===== src/rtl/serializador_if.sv =====
// Word handshake and serial output bundle of the serializador.
interface serializador_if #(
  parameter int WIDTH = 8
);
  logic [WIDTH-1:0] dado_in;
  logic             valido_in;
  logic             pronto_out;
  logic             w;
  logic             bit_valido;
  logic             ocupado;

  modport master (
    output dado_in,
    output valido_in,
    input  pronto_out,
    input  w,
    input  bit_valido,
    input  ocupado
  );

  modport slave (
    input  dado_in,
    input  valido_in,
    output pronto_out,
    output w,
    output bit_valido,
    output ocupado
  );
endinterface


===== src/rtl/serializador.sv =====
// Parallel-to-serial converter with a one-word holding buffer, feeding a serial detector.
// Optional even-parity bit after each word when SERIALIZADOR_PARITY_EN is defined.
module serializador #(
  parameter int WIDTH     = 8,
  parameter int GAP       = 0,
  parameter bit MSB_FIRST = 1'b1
) (
  input logic           clk,
  input logic           rst,
  serializador_if.slave bus
);

  localparam int            CW       = (WIDTH > 1) ? $clog2(WIDTH) : 1;
  localparam logic [CW-1:0] LAST_IDX = CW'(WIDTH - 1);
  localparam logic [3:0]    GAP_LAST = (GAP > 0) ? 4'(GAP - 1) : 4'd0;

  typedef enum logic [1:0] {
    S_IDLE     = 2'd0,
    S_SHIFT    = 2'd1,
    S_GAP      = 2'd2,
    S_PARIDADE = 2'd3
  } state_t;

  function automatic logic head_bit(input logic [WIDTH-1:0] word);
    return MSB_FIRST ? word[WIDTH-1] : word[0];
  endfunction

  function automatic logic [WIDTH-1:0] advance(input logic [WIDTH-1:0] word);
    return MSB_FIRST ? {word[WIDTH-2:0], 1'b0} : {1'b0, word[WIDTH-1:1]};
  endfunction

  state_t           r_state;
  state_t           w_state_nxt;
  logic [WIDTH-1:0] r_buf;
  logic             r_buf_cheio;
  logic [WIDTH-1:0] r_sr;
  logic [WIDTH-1:0] w_sr_nxt;
  logic [CW-1:0]    r_cnt;
  logic [CW-1:0]    w_cnt_nxt;
  logic [3:0]       r_gap;
  logic [3:0]       w_gap_nxt;
  logic             r_w;
  logic             w_w_nxt;
  logic             r_bv;
  logic             w_bv_nxt;
  logic             w_load;
  logic             w_idle_act;
`ifdef SERIALIZADOR_PARITY_EN
  logic             r_par;
  logic             w_par_nxt;
`endif

  // w/bit_valido are computed for the state being entered, so the registered
  // outputs line up with the state they describe.
  always_comb begin
    w_state_nxt = r_state;
    w_sr_nxt    = r_sr;
    w_cnt_nxt   = r_cnt;
    w_gap_nxt   = r_gap;
    w_w_nxt     = 1'b0;
    w_bv_nxt    = 1'b0;
    w_load      = 1'b0;
    w_idle_act  = 1'b0;
`ifdef SERIALIZADOR_PARITY_EN
    w_par_nxt   = r_par;
`endif
    unique case (r_state)
      S_IDLE: w_idle_act = 1'b1;
      S_SHIFT: begin
        if (r_cnt == '0) begin
`ifdef SERIALIZADOR_PARITY_EN
          w_state_nxt = S_PARIDADE;
          w_w_nxt     = r_par;
          w_bv_nxt    = 1'b1;
`else
          if (GAP > 0) begin
            w_state_nxt = S_GAP;
            w_gap_nxt   = GAP_LAST;
          end else begin
            w_idle_act = 1'b1;
          end
`endif
        end else begin
          w_sr_nxt  = advance(r_sr);
          w_cnt_nxt = r_cnt - 1'b1;
          w_w_nxt   = head_bit(advance(r_sr));
          w_bv_nxt  = 1'b1;
        end
      end
      S_PARIDADE: begin
        if (GAP > 0) begin
          w_state_nxt = S_GAP;
          w_gap_nxt   = GAP_LAST;
        end else begin
          w_idle_act = 1'b1;
        end
      end
      S_GAP: begin
        if (r_gap == 4'd0) begin
          w_idle_act = 1'b1;
        end else begin
          w_gap_nxt = r_gap - 4'd1;
        end
      end
      default: w_state_nxt = S_IDLE;
    endcase

    // End of a word (or of its gap) behaves exactly like IDLE in the same cycle.
    if (w_idle_act) begin
      if (r_buf_cheio) begin
        w_load      = 1'b1;
        w_state_nxt = S_SHIFT;
        w_sr_nxt    = r_buf;
        w_cnt_nxt   = LAST_IDX;
        w_w_nxt     = head_bit(r_buf);
        w_bv_nxt    = 1'b1;
`ifdef SERIALIZADOR_PARITY_EN
        w_par_nxt   = ^r_buf;
`endif
      end else begin
        w_state_nxt = S_IDLE;
      end
    end
  end

  always_ff @(posedge clk or posedge rst) begin
    if (rst) begin
      r_state     <= S_IDLE;
      r_buf       <= '0;
      r_buf_cheio <= 1'b0;
      r_sr        <= '0;
      r_cnt       <= '0;
      r_gap       <= 4'd0;
      r_w         <= 1'b0;
      r_bv        <= 1'b0;
`ifdef SERIALIZADOR_PARITY_EN
      r_par       <= 1'b0;
`endif
    end else begin
      r_state <= w_state_nxt;
      r_sr    <= w_sr_nxt;
      r_cnt   <= w_cnt_nxt;
      r_gap   <= w_gap_nxt;
      r_w     <= w_w_nxt;
      r_bv    <= w_bv_nxt;
`ifdef SERIALIZADOR_PARITY_EN
      r_par   <= w_par_nxt;
`endif
      // A transfer only happens with the buffer full, when no accept is possible.
      if (w_load) begin
        r_buf_cheio <= 1'b0;
      end else if (bus.valido_in && !r_buf_cheio) begin
        r_buf_cheio <= 1'b1;
        r_buf       <= bus.dado_in;
      end
    end
  end

  assign bus.pronto_out = !r_buf_cheio;
  assign bus.w          = r_w;
  assign bus.bit_valido = r_bv;
  assign bus.ocupado    = (r_state != S_IDLE) || r_buf_cheio;

endmodule

===== src/flat_wrapper.sv =====
// flat-port wrapper written by rule: the top's interface ports become plain ports
module serializador_flat 
#(
  parameter int WIDTH     = 8,
  parameter int GAP       = 0,
  parameter bit MSB_FIRST = 1'b1
)
  (clk, rst, bus_dado_in, bus_valido_in, bus_pronto_out, bus_w, bus_bit_valido, bus_ocupado);
  serializador_if #(.WIDTH(WIDTH)) bus_i ();
  input logic clk;
  input logic rst;
  input wire logic [$bits(bus_i.dado_in)-1:0] bus_dado_in;
  input wire logic [$bits(bus_i.valido_in)-1:0] bus_valido_in;
  output wire logic [$bits(bus_i.pronto_out)-1:0] bus_pronto_out;
  output wire logic [$bits(bus_i.w)-1:0] bus_w;
  output wire logic [$bits(bus_i.bit_valido)-1:0] bus_bit_valido;
  output wire logic [$bits(bus_i.ocupado)-1:0] bus_ocupado;
  assign bus_i.dado_in = bus_dado_in;
  assign bus_i.valido_in = bus_valido_in;
  assign bus_pronto_out = bus_i.pronto_out;
  assign bus_w = bus_i.w;
  assign bus_bit_valido = bus_i.bit_valido;
  assign bus_ocupado = bus_i.ocupado;
  serializador #(.WIDTH(WIDTH), .GAP(GAP), .MSB_FIRST(MSB_FIRST)) u_core (.clk(clk), .rst(rst), .bus(bus_i));
endmodule

===== config.mk =====
export PLATFORM = sky130hd
export DESIGN_NAME = serializador_flat
export DESIGN_NICKNAME = d
export VERILOG_FILES = /design/src/rtl/serializador_if.sv /design/src/rtl/serializador.sv /design/src/flat_wrapper.sv
export SDC_FILE = /design/constraint.sdc
export NUM_CORES = 1
export LEC_CHECK = 0
export BUFFER_PORTS_ARGS = -buffer_cell sky130_fd_sc_hd__buf_2
export CAP_MARGIN = 15
export CORE_UTILIZATION = 50
export DETAILED_ROUTE_END_ITERATION = 8
export GPL_TIMING_DRIVEN = 0
export PLACE_DENSITY = 0.79
export SYNTH_ARGS = -nofsm -noshare
export SYNTH_HDL_FRONTEND = slang
export SYNTH_SLANG_ARGS = --single-unit

===== constraint.sdc =====
create_clock -name clk -period 2.2 [get_ports clk]
set_input_delay 0.33 -clock clk [delete_from_list [all_inputs] [get_ports clk]]
set_output_delay 0.33 -clock clk [all_outputs]
set_load 0.01 [all_outputs]

==> flow_metrics.env <==
export IMPL_final_layout_size_suffix_gt1_frac=0.4783
export IMPL_power_per_cell_area_mw_per_mm2=1341
export IMPL_p_int_mw=1.046
export IMPL_vias=581
export IMPL_crit_start="u_core.r_buf_cheio$_DFFE_PP0P_"
export IMPL_post_cts_resize_count=0
export IMPL_drt_pass1_iter_count=3
export IMPL_power_share_switching=0.3090
export IMPL_diodes=0
export IMPL_routed_wire_length_per_instance_um=12.91
export IMPL_final_wirelength_mm=1.510
export IMPL_timing_slew_headroom=0.4489
export IMPL_cts_max_path_buffers=2
export IMPL_share_comb_of_total_power=0.415
export IMPL_clock_skew_ps=10.12
export IMPL_multiInputGateArea_um2=379.1
export IMPL_path_class_of_the_lowest_slack_min_delay_path="primary input to async pin"
export IMPL_worstSetupEndpointType="primary output"
export IMPL_p_leak_nw=0.5413
export IMPL_rows=15
export IMPL_cts_hold_buffers_added=0
export IMPL_initial_utilization=0.5558
export IMPL_port_buffers=14
export IMPL_post_synth_top_area_fraction=0.5556
export IMPL_cts_tree="built"
export IMPL_fin_crit_sh=0.7790
export IMPL_slew_violations=0
export IMPL_period_minus_slack_ps=1714
export IMPL_arrival_ps=1380
export IMPL_max_slew_worst_pin_slew_ps=825.8
export IMPL_floorplan_io_pins=15
export IMPL_crit_required_ps=1870
export IMPL_die_w_um=46.52
export IMPL_postSynthCellCount=74
export IMPL_synthMostInstantiatedCell="dfrtp_1"
export IMPL_finalWeightedCongestion=0.6501
export IMPL_final_critical_path_setup_slack_ps=486.2
export IMPL_regToRegStartpoint="u_core.r_cnt[0]$_DFF_PP0_"
export IMPL_maximum_number_of_pins_on_one_net_before_global_route_repair=23
export IMPL_crit_path_start_kind="flop"
export IMPL_p_sw_uw=467.7
export IMPL_synth_enable_flop_cells=0
export IMPL_areaGrowthSynthToFinish_pct=13.89
export IMPL_htree_num_levels=1
export IMPL_timing_fmax_ghz=0.5835
export IMPL_cts_setup_buffers=0
export IMPL_grt_pass1_vias=545
export IMPL_final_net_count=106
export IMPL_syn_mean_instance_area_um2=13.39
export IMPL_critPathSlowestCell="dfrtp_1"
export IMPL_area_sequential_um2=550.5
export IMPL_core_mm2=0.001783
export IMPL_ys_flop_type="dfrtp_1"
export IMPL_clock_sinks=22
export IMPL_peakVddDrop_v=0.0006267
export IMPL_setup_worst_path_end="bus_ocupado"
export IMPL_ant_nets=0
export IMPL_slowest_delay_ps=390
export IMPL_asyncSetResetFlopFracSynth=1.000
export IMPL_dpl_hpwl_mm=1.054
export IMPL_root_buffer="clkbuf_4"
export IMPL_power_share_clock=0.146
export IMPL_grt_ovfl_total=0
export IMPL_power_frac_seq=0.439
export IMPL_total_of_flip_flops_plus_latches_after_synthesis=22
export IMPL_register_to_register_setup_slack_ps=560
export IMPL_antenna_found_initial=0
export IMPL_worst_r2r_path_depth=6
export IMPL_synth_cell_area_um2=991.0
export IMPL_final_setup_tns_ps=0
export IMPL_drt_iter0_drc=5
export IMPL_die_height_um=46.52
export IMPL_post_drt_via_cell_ratio=4.966
export IMPL_critical_path_peak_fanout=10
export IMPL_cp_cell_sequence="buf_6 -> buf_8 -> or2_2 -> buf_2"
export IMPL_synth_cell_types=21
export IMPL_worst_setup_path_type="flop to primary output"
export IMPL_report_final_hold_viol_count=0
export IMPL_groute_usage_overall=0.1652
export IMPL_num_fill_cells=145
export IMPL_clkSlewWorstSetupHoldPaths_ps=120
export IMPL_cap_violations=0
export IMPL_outcome="finished clean"
export IMPL_grt_first_pass_wirelength_mm=2.387
export IMPL_synth_seq_area_share=0.5556
export IMPL_die_area_mm2=0.002164
export IMPL_yosysTopAreaCell="dfrtp_1"
export IMPL_preCtsSetupSlack_ps=610.6
export IMPL_synth_area_top_cells="dfrtp_1, mux2_2, mux2i_1, mux2_4, ha_1"
export IMPL_drc=0
export IMPL_final_setup_viol_count=0
export IMPL_synth_warnings=0
export IMPL_syn_num_nets=87
export IMPL_crit_reg2reg_capture="u_core.r_sr[6]$_DFF_PP0_"
export IMPL_rsz0062_at_grt="false"
export IMPL_tritoncts_num_buffers=3
export IMPL_source_to_sink_clock_delay_at_the_later_pin_of_the_worst_skew_pair_ps=310
export IMPL_synth_common_cells="dfrtp_1, mux2_2, inv_1, nand2_1"
-- worst min-delay path by stage --
stage,to,cells past startpoint
floorplan,u_core.bus.bit_valido$_DFF_PP0_,1
global placement,u_core.r_cnt[0]$_DFF_PP0_,1
detailed placement,u_core.r_cnt[0]$_DFF_PP0_,1
CTS,u_core.r_buf[7]$_DFFE_PP0P_,2
global route,u_core.r_buf[7]$_DFFE_PP0P_,2
finish,u_core.r_cnt[0]$_DFF_PP0_,2
-- power by group through the flow --
| stage | Clock, mW | Combinational, mW | Sequential (mW) |
|---|---|---|---|
| after CTS | 0.228 | 0.642 | 0.666 |
| final | 0.221 | 0.628 | 0.664 |
| after detailed placement | 0 | 0.629 | 0.676 |
| after global placement | 0 | 0.610 | 0.665 |
| after floorplan | 0 | 0.521 | 0.654 |
| after global routing | 0.249 | 0.684 | 0.689 |
-- kinds of logic after synthesis --
group                      synth area share
muxes                                0.2651
adders and majority gates           0.02525
AOI/OAI and AO/OA                   0.03157
and+or+nand+nor                     0.06062
DFF                                  0.5556
buffers and inverters               0.06186
-- critical path, delay by kind of cell, from the launching register on --
kind	cells	cell delay (ps)
buffers and inverters	3	400
DFF	1	390
and+or+nand+nor	1	280
-- layer usage --
layer | routed length [um] | global-route usage | vias to the layer above
met4 | 29 | 0.08824 | 0
met5 | 0 | 0 | -
met3 | 30 | 0.03529 | 4
met2 | 768 | 0.2750 | 10
li1 | - | - | 281
met1 | 681 | 0.1960 | 286
-- placed cells by master (no fill, tap or decap), drive strengths merged --
cell type   n
nand3       1
nor2b       1
nand2b      1
o21bai      1
inv         6
o311a       1
mux2i       3
and2        1
dfrtp      22
or2         1
clkbuf      4
ha          2
buf        18
o21ai       2
mux2       20
nor2        3
nand2       5
-- registers in the layout, summed over array words and instances (netlist names) --
register               flops
u_core.r_sr                7
u_core.r_state             1
u_core.r_cnt               3
u_core.r_buf               8
u_core.bus.bit_valido      1
u_core.r_buf_cheio         1
u_core.bus.w               1
-- through the flow --
step | instance area (um^2) | total power [mW] | cells | hold WS (ps) | util
global placement | 1092 | 1.275 | 113 | 462.9 | 0.6126
detailed placement | 1092 | 1.306 | 113 | 471.3 | 0.6126
CTS | 1129 | 1.536 | 117 | 192.4 | 0.6330
floorplan | 991.0 | 1.175 | 74 | 319.2 | -
global route | 1129 | 1.623 | 117 | 223.2 | 0.6330
finish | 1129 | 1.513 | 117 | 159.9 | 0.6330
-- final cells by class --
cell class	count	area share
Tap cell	25	0.02772
Inverter	6	0.01996
Timing Repair Buffer	14	0.06208
Buffer	4	0.03437
Sequential cell	22	0.4878
Multi-Input combinational cell	42	0.3359
Clock buffer	4	0.03215
Note: power is estimated with default switching activity, not from simulation.
